**src/rtl/rv_enc_pkg.sv**
```systemverilog
`default_nettype none
// ============================================================
// rv_enc_pkg: shared RV32I encoder types and constants
// Rev 1.0
// ============================================================
package rv_enc_pkg;

  typedef enum logic [2:0] {
    FMT_R = 3'd0,
    FMT_I = 3'd1,
    FMT_S = 3'd2,
    FMT_B = 3'd3,
    FMT_U = 3'd4,
    FMT_J = 3'd5
  } fmt_e;

  typedef enum logic [1:0] {
    ST_IDLE  = 2'd0,
    ST_LOAD  = 2'd1,
    ST_DRAIN = 2'd2
  } state_e;

  localparam logic [31:0] C_NOP_WORD = 32'h0000_0013;

  localparam logic [6:0] OP_LOAD   = 7'h03;
  localparam logic [6:0] OP_IMM    = 7'h13;
  localparam logic [6:0] OP_AUIPC  = 7'h17;
  localparam logic [6:0] OP_STORE  = 7'h23;
  localparam logic [6:0] OP_REG    = 7'h33;
  localparam logic [6:0] OP_LUI    = 7'h37;
  localparam logic [6:0] OP_BRANCH = 7'h63;
  localparam logic [6:0] OP_JALR   = 7'h67;
  localparam logic [6:0] OP_JAL    = 7'h6F;

  // True when v is representable as an nbits-wide two's-complement value.
  function automatic logic fits_signed(input logic [31:0] v, input int unsigned nbits);
    logic [31:0] sh;
    sh = 32'($signed(v) >>> (nbits - 1));
    return (sh == 32'h0) || (sh == 32'hFFFF_FFFF);
  endfunction

endpackage
`default_nettype wire

```
**src/rtl/rv_imm_packer.sv**
```systemverilog
`default_nettype none
// ============================================================
// rv_imm_packer: combinational RV32I field packer with imm checks
// Rev 1.0
// ============================================================
module rv_imm_packer
  import rv_enc_pkg::*;
#(
  parameter logic [31:0] NOP_WORD = C_NOP_WORD
) (
  input  logic [2:0]  i_fmt,
  input  logic [6:0]  i_op,
  input  logic [2:0]  i_funct3,
  input  logic [6:0]  i_funct7,
  input  logic [4:0]  i_rd,
  input  logic [4:0]  i_rs1,
  input  logic [4:0]  i_rs2,
  input  logic [31:0] i_imm,
  output logic [31:0] o_word,
  output logic        o_err
);

  fmt_e        w_fmt;
  logic [31:0] w_raw;
  logic        w_bad;

  assign w_fmt = fmt_e'(i_fmt);

  always_comb begin
    w_raw = NOP_WORD;
    w_bad = 1'b1;
    case (w_fmt)
      FMT_R: begin
        w_raw = {i_funct7, i_rs2, i_rs1, i_funct3, i_rd, i_op};
        w_bad = 1'b0;
      end
      FMT_I: begin
        w_raw = {i_imm[11:0], i_rs1, i_funct3, i_rd, i_op};
        w_bad = !fits_signed(i_imm, 12);
      end
      FMT_S: begin
        w_raw = {i_imm[11:5], i_rs2, i_rs1, i_funct3, i_imm[4:0], i_op};
        w_bad = !fits_signed(i_imm, 12);
      end
      FMT_B: begin
        w_raw = {i_imm[12], i_imm[10:5], i_rs2, i_rs1, i_funct3, i_imm[4:1], i_imm[11], i_op};
        w_bad = !fits_signed(i_imm, 13) || i_imm[0];
      end
      FMT_U: begin
        w_raw = {i_imm[31:12], i_rd, i_op};
        w_bad = (i_imm[11:0] != 12'h000);
      end
      FMT_J: begin
        w_raw = {i_imm[20], i_imm[10:1], i_imm[11], i_imm[19:12], i_rd, i_op};
        w_bad = !fits_signed(i_imm, 21) || i_imm[0];
      end
      default: begin
        w_raw = NOP_WORD;
        w_bad = 1'b1;
      end
    endcase
  end

  assign o_word = w_bad ? NOP_WORD : w_raw;
  assign o_err  = w_bad;

endmodule
`default_nettype wire

```
**src/rtl/instruction_stream_encoder.sv**
```systemverilog
`default_nettype none
// ============================================================
// instruction_stream_encoder: burst RV32I encoder with addressed output
// Rev 1.0
// ============================================================
module instruction_stream_encoder
  import rv_enc_pkg::*;
#(
  parameter int          ADDR_W   = 32,
  parameter int          LEN_W    = 16,
  parameter logic [31:0] NOP_WORD = C_NOP_WORD
) (
  input  logic              clk,
  input  logic              rst_n,
  input  logic              start,
  input  logic [ADDR_W-1:0] start_addr,
  input  logic [LEN_W-1:0]  length,
  output logic              busy,
  output logic              done,
  input  logic              in_valid,
  output logic              in_ready,
  input  logic [2:0]        in_fmt,
  input  logic [6:0]        in_op,
  input  logic [2:0]        in_funct3,
  input  logic [6:0]        in_funct7,
  input  logic [4:0]        in_rd,
  input  logic [4:0]        in_rs1,
  input  logic [4:0]        in_rs2,
  input  logic [31:0]       in_imm,
  output logic              out_valid,
  input  logic              out_ready,
  output logic [31:0]       out_word,
  output logic [ADDR_W-1:0] out_addr,
  output logic              out_err,
  output logic [LEN_W-1:0]  err_count
);

  state_e            r_state, w_state_nxt;
  logic [ADDR_W-1:0] r_addr, r_out_addr;
  logic [LEN_W-1:0]  r_remaining, r_err_count;
  logic [31:0]       r_word;
  logic              r_out_valid, r_out_err, r_done;
  logic [31:0]       w_word;
  logic              w_err, w_in_ready, w_accept, w_out_hs;

  rv_imm_packer #(.NOP_WORD(NOP_WORD)) u_packer (
    .i_fmt    (in_fmt),
    .i_op     (in_op),
    .i_funct3 (in_funct3),
    .i_funct7 (in_funct7),
    .i_rd     (in_rd),
    .i_rs1    (in_rs1),
    .i_rs2    (in_rs2),
    .i_imm    (in_imm),
    .o_word   (w_word),
    .o_err    (w_err)
  );

  assign w_in_ready = (r_state == ST_LOAD) && (!r_out_valid || out_ready);
  assign w_accept   = in_valid && w_in_ready;
  assign w_out_hs   = r_out_valid && out_ready;

  always_comb begin
    w_state_nxt = r_state;
    case (r_state)
      ST_IDLE:  if (start && (length != '0)) w_state_nxt = ST_LOAD;
      ST_LOAD:  if (w_accept && (r_remaining == LEN_W'(1))) w_state_nxt = ST_DRAIN;
      ST_DRAIN: if (w_out_hs) w_state_nxt = ST_IDLE;
      default:  w_state_nxt = ST_IDLE;
    endcase
  end

  always_ff @(posedge clk or negedge rst_n) begin
    if (!rst_n) r_state <= ST_IDLE;
    else        r_state <= w_state_nxt;
  end

  always_ff @(posedge clk or negedge rst_n) begin
    if (!rst_n) begin
      r_addr      <= '0;
      r_remaining <= '0;
      r_err_count <= '0;
      r_word      <= '0;
      r_out_addr  <= '0;
      r_out_valid <= 1'b0;
      r_out_err   <= 1'b0;
      r_done      <= 1'b0;
    end else begin
      r_done <= 1'b0;
      if ((r_state == ST_IDLE) && start) begin
        r_addr      <= start_addr;
        r_remaining <= length;
        r_err_count <= '0;
        if (length == '0) r_done <= 1'b1;
      end
      // A new word may replace the held one only when it is leaving this cycle.
      if (w_accept) begin
        r_out_valid <= 1'b1;
        r_word      <= w_word;
        r_out_addr  <= r_addr;
        r_out_err   <= w_err;
        r_addr      <= r_addr + ADDR_W'(4);
        r_remaining <= r_remaining - LEN_W'(1);
        if (w_err && (r_err_count != '1)) r_err_count <= r_err_count + LEN_W'(1);
      end else if (w_out_hs) begin
        r_out_valid <= 1'b0;
      end
      if ((r_state == ST_DRAIN) && w_out_hs) r_done <= 1'b1;
    end
  end

  assign in_ready  = w_in_ready;
  assign busy      = (r_state != ST_IDLE);
  assign done      = r_done;
  assign out_valid = r_out_valid;
  assign out_word  = r_word;
  assign out_addr  = r_out_addr;
  assign out_err   = r_out_err;
  assign err_count = r_err_count;

endmodule
`default_nettype wire

```
**config.mk**
```make
export PLATFORM = sky130hd
export DESIGN_NAME = instruction_stream_encoder
export DESIGN_NICKNAME = d
export VERILOG_FILES = /design/src/rtl/rv_enc_pkg.sv /design/src/rtl/rv_imm_packer.sv /design/src/rtl/instruction_stream_encoder.sv
export SDC_FILE = /design/constraint.sdc
export NUM_CORES = 1
export LEC_CHECK = 0
export ABC_AREA = 0
export CAP_MARGIN = 20
export CORE_MARGIN = 2
export CORE_UTILIZATION = 45
export DETAILED_ROUTE_END_ITERATION = 8
export GPL_ROUTABILITY_DRIVEN = 0
export HOLD_SLACK_MARGIN = 0.03
export MAX_ROUTING_LAYER = met4
export PLACE_DENSITY = 0.77
export SLEW_MARGIN = 20
export SYNTH_ARGS = -nofsm -noshare
export SYNTH_HDL_FRONTEND = slang
export SYNTH_SLANG_ARGS = --single-unit
```
**constraint.sdc**
```tcl
create_clock -name clk -period 2.65 [get_ports clk]
set_input_delay 0.6625 -clock clk [delete_from_list [all_inputs] [get_ports clk]]
set_output_delay 0.6625 -clock clk [all_outputs]
set_load 0.05 [all_outputs]
```
==> impl_results.md <==
- Fin nets: 1199
- I/O pin total: 205
- Initial antenna violation count: 0
- Max_cap viols: 0
- First-pass GRT wire length: 34400 um
- Mux share of post-synthesis cell area: 3.30%
- PD cells: 910 nW/um^2
- Fin area: 10400 sq um
- DP HPWL: 15400 um
- Top FF cell, synth: dfrtp_1
- Placed instance area: 9780 sq um
- Hold slack: 0.196 ns
- Worst-path fanout max: 9
- WS Path Type: in2reg
- CTS tree: done
- P_sw: 3.88 mW
- Setup Viol. Count Final: 0
- # placed instances: 1265
- CP endpoint kind: flop
- Starting Density: 46.3%
- CTS HTree Levels: 4
- Synth Area in Simple Gates: 27.0%
- Slew @ Worst Pin: 0.705 ns
- Row Count: 45
- Clock group share of total power: 23.8%
- Pre-CTS WS: -0.527 ns
- Clock sink count: 133
- Total power: 9.47 mW
- Die Ht: 129 um
- Largest net degree at the start of global routing: 68
- Post-synthesis sequential area ratio: 47.1%
- DRT iter0 DRCs: 522
- Routed vias: 7207
- Startpoint Class: primary input
- Register area: 3330 sq um
- Share of layout cells above drive strength 1: 12.2%
- Synth Area in Compound Gates: 17.2%
- Syn Std Cell Area: 7060 sq um
- Min cycle time layout: 2.53 ns
- Final ANT Viol Nets: 0
- Fin. max-slew vios: 0
- Clock slew at reported path FFs: 0.05 ns
- Vias per cell: 5.56
- Post CTS Setup Buffer Count: 0
- Post-synthesis cell count: 823
- Setup TNS: 0 ns
- Fmax achieved: 0.395 GHz
- Die area: 16700 sq um
- VDD IR max: 0.510 mV
- Finished Layout Cells: 1297
- Wire length per cell: 16.7 um
- Final worst clock skew: 0.00879 ns
- Hold Path Class: in2async
- Cell Int Power: 5.59 mW
- Crit path DAT: 2.86 ns
- GRT Util Overall: 27.1%
- Antenna diodes: 0
- Post-synth EDFFs: 0
- Max Root-Sink Buffers: 2
- FF-to-FF path depth: 8
- Unrepaired setup endpoints after global routing: true
- Switch share: 40.9%
- Post-synth net total: 947
- Clock Latency Late Sink: 0.42 ns
- Syn Area/Cell: 8.58 sq um
- Largest family of logic cells by synthesized area: simple AND/OR/NAND/NOR gates
- Root Driver: clkbuf_16
- Area of the multi-input gates: 3480 sq um
- Placeable Area: 15300 sq um
- WL final: 21700 um
- Combinational power share: 41.4%
- Final worst slack: 0.119 ns
- Port Buf Inserts: 204
- Final hold vios: 0
- Post-synthesis cell type count: 62
- Async SR Flop Fraction: 100%
- Status: finished clean
- First-pass iteration count of the detailed router: 6
- Synth warn: 0
- Die X: 129 um
- Total CTS buffers: 17
- Gr ovfl total: 0
- Leak Pwr: 4.59 nW
- Sequential share of power: 34.8%
- # DRC: 0
- Syn-to-layout area delta: 47.3%
- Synth Area in XOR/XNOR: 0.124%
- Post-layout util: 68.2%
- Number of global-route vias before repair: 6979
- Req. time, crit path: 2.97 ns
- Slew margin rel.: 52.6%
- #FFs+latches synth: 133
- Final period util: 95.5%
- Post-Synth Adder-Cell Area: 0.709%
- Fill cells: 1264
[path summary, 6_finish.rpt]
path / slack [ns] / startpoint / endpoint
worst max-delay path: 0.12 / in_imm[31] / out_word[12]$_DFFE_PN0P_
worst max register to register: 0.30 / err_count[0]$_DFF_PN0_ / err_count[5]$_DFF_PN0_
worst min register to register: 0.47 / out_addr[19]$_DFFE_PN0P_ / out_addr[19]$_DFFE_PN0P_
worst min-delay path: 0.20 / rst_n / out_addr[1]$_DFFE_PN0P_
min in group clk: 0.47 / out_addr[19]$_DFFE_PN0P_ / out_addr[19]$_DFFE_PN0P_
max in group asynchronous: 1.79 / rst_n / r_addr[31]$_DFFE_PN0P_
[power by group through the flow]
stage          clock network (mW)  logic [mW]  registers [mW]
6_report                     2.25        3.92            3.29
5_1_grt                      2.38        4.20            3.39
3_5_place_dp                    0        3.88            3.31
2_1_floorplan                   0        1.29            4.39
3_3_place_gp                    0        3.81            3.28
4_1_cts                      2.27        3.92            3.28
[critical path, cell delays in order]
cell and delay, ns:
clkdlybuf4s50_1 0.44, nor4_2 0.32, nand3_1 0.19, a221oi_2 0.28, o221a_2 0.33, nand2_2 0.16
buf_4 0.22, o31ai_1 0.24
[metal layers]
metal / vias to the layer above / wire length, um / track usage [%] / part of all wire [%]
met2: 296 / 10600 / 44.2 / 49
met5: - / 0 / - / 0
met1: 3453 / 9200 / 33.5 / 42
met3: 32 / 1530 / 5.90 / 7.0
li1: 3426 / - / - / -
met4: 0 / 404 / 9.34 / 1.9
[placed cells by master, fill, tap and decap left out, types with 8 or more instances in the layout]
master	instances
nand2_1	237
clkdlybuf4s50_1	201
dfrtp_1	133
buf_4	73
nor2_1	52
o21ai_0	38
nand3_1	29
a21oi_1	25
inv_1	23
mux2i_1	21
nand4_1	17
clkbuf_16	17
o211ai_1	16
a221o_1	15
or3_1	14
nor2b_1	12
nor4_1	12
nor3_1	11
o22ai_1	10
o31ai_1	8
[synthesized netlist by cell type, types with 7 or more instances]
master    number  area share (%)
nor2b_1       12             1.1
a211o_1        7            0.87
nand3_1       29             2.1
and2_1         8            0.71
o22ai_1       10            0.89
nor4_1        16             1.4
o31ai_1       10             1.1
a21oi_1       25             1.8
nor2_1        52             2.8
o221ai_1       7            0.87
nand2_1      239              13
inv_1         23             1.2
clkbuf_1      33             1.8
or3_1         14             1.2
o21ai_0       38             2.7
a221o_1       15             2.1
o211ai_1      16             1.7
nor3_1        11            0.78
dfrtp_1      133              47
nand4_1       17             1.5
and3_1         7            0.62
mux2i_1       21             3.0
[flip-flops by register name (all words and copies together) (netlist names)]
register / flops
out_word: 32
r_state: 2
done: 1
out_err: 1
r_addr: 32
out_valid: 1
r_remaining: 16
err_count: 16
out_addr: 32
[area by class of cell]
| cell class | instances | share of cell area (%) |
|---|---|---|
| sequential | 133 | 32.0 |
| clock inverter | 3 | 0.409 |
| tap | 211 | 2.54 |
| inverter | 23 | 0.830 |
| clock buffer | 27 | 4.93 |
| multi-input combinational | 619 | 33.5 |
| timing repair buffer | 281 | 25.8 |
[timing repair]
action / in CTS / in global routing
gates resized for setup: 1 / 8
endpoints found under the hold margin: 0 / 0
pin swaps: 0 / 2
endpoints found under the setup margin: 13 / 37
hold buffers: 0 / 0
cloned: 0 / 2
[kinds of logic after synthesis]
group / Yosys count
buf+inv: 73
simple gates: 422
fa+ha+maj: 4
mux: 23
xor+xnor: 1
flops: 133
compound gates: 167
Note: power is estimated with default switching activity, not from simulation.
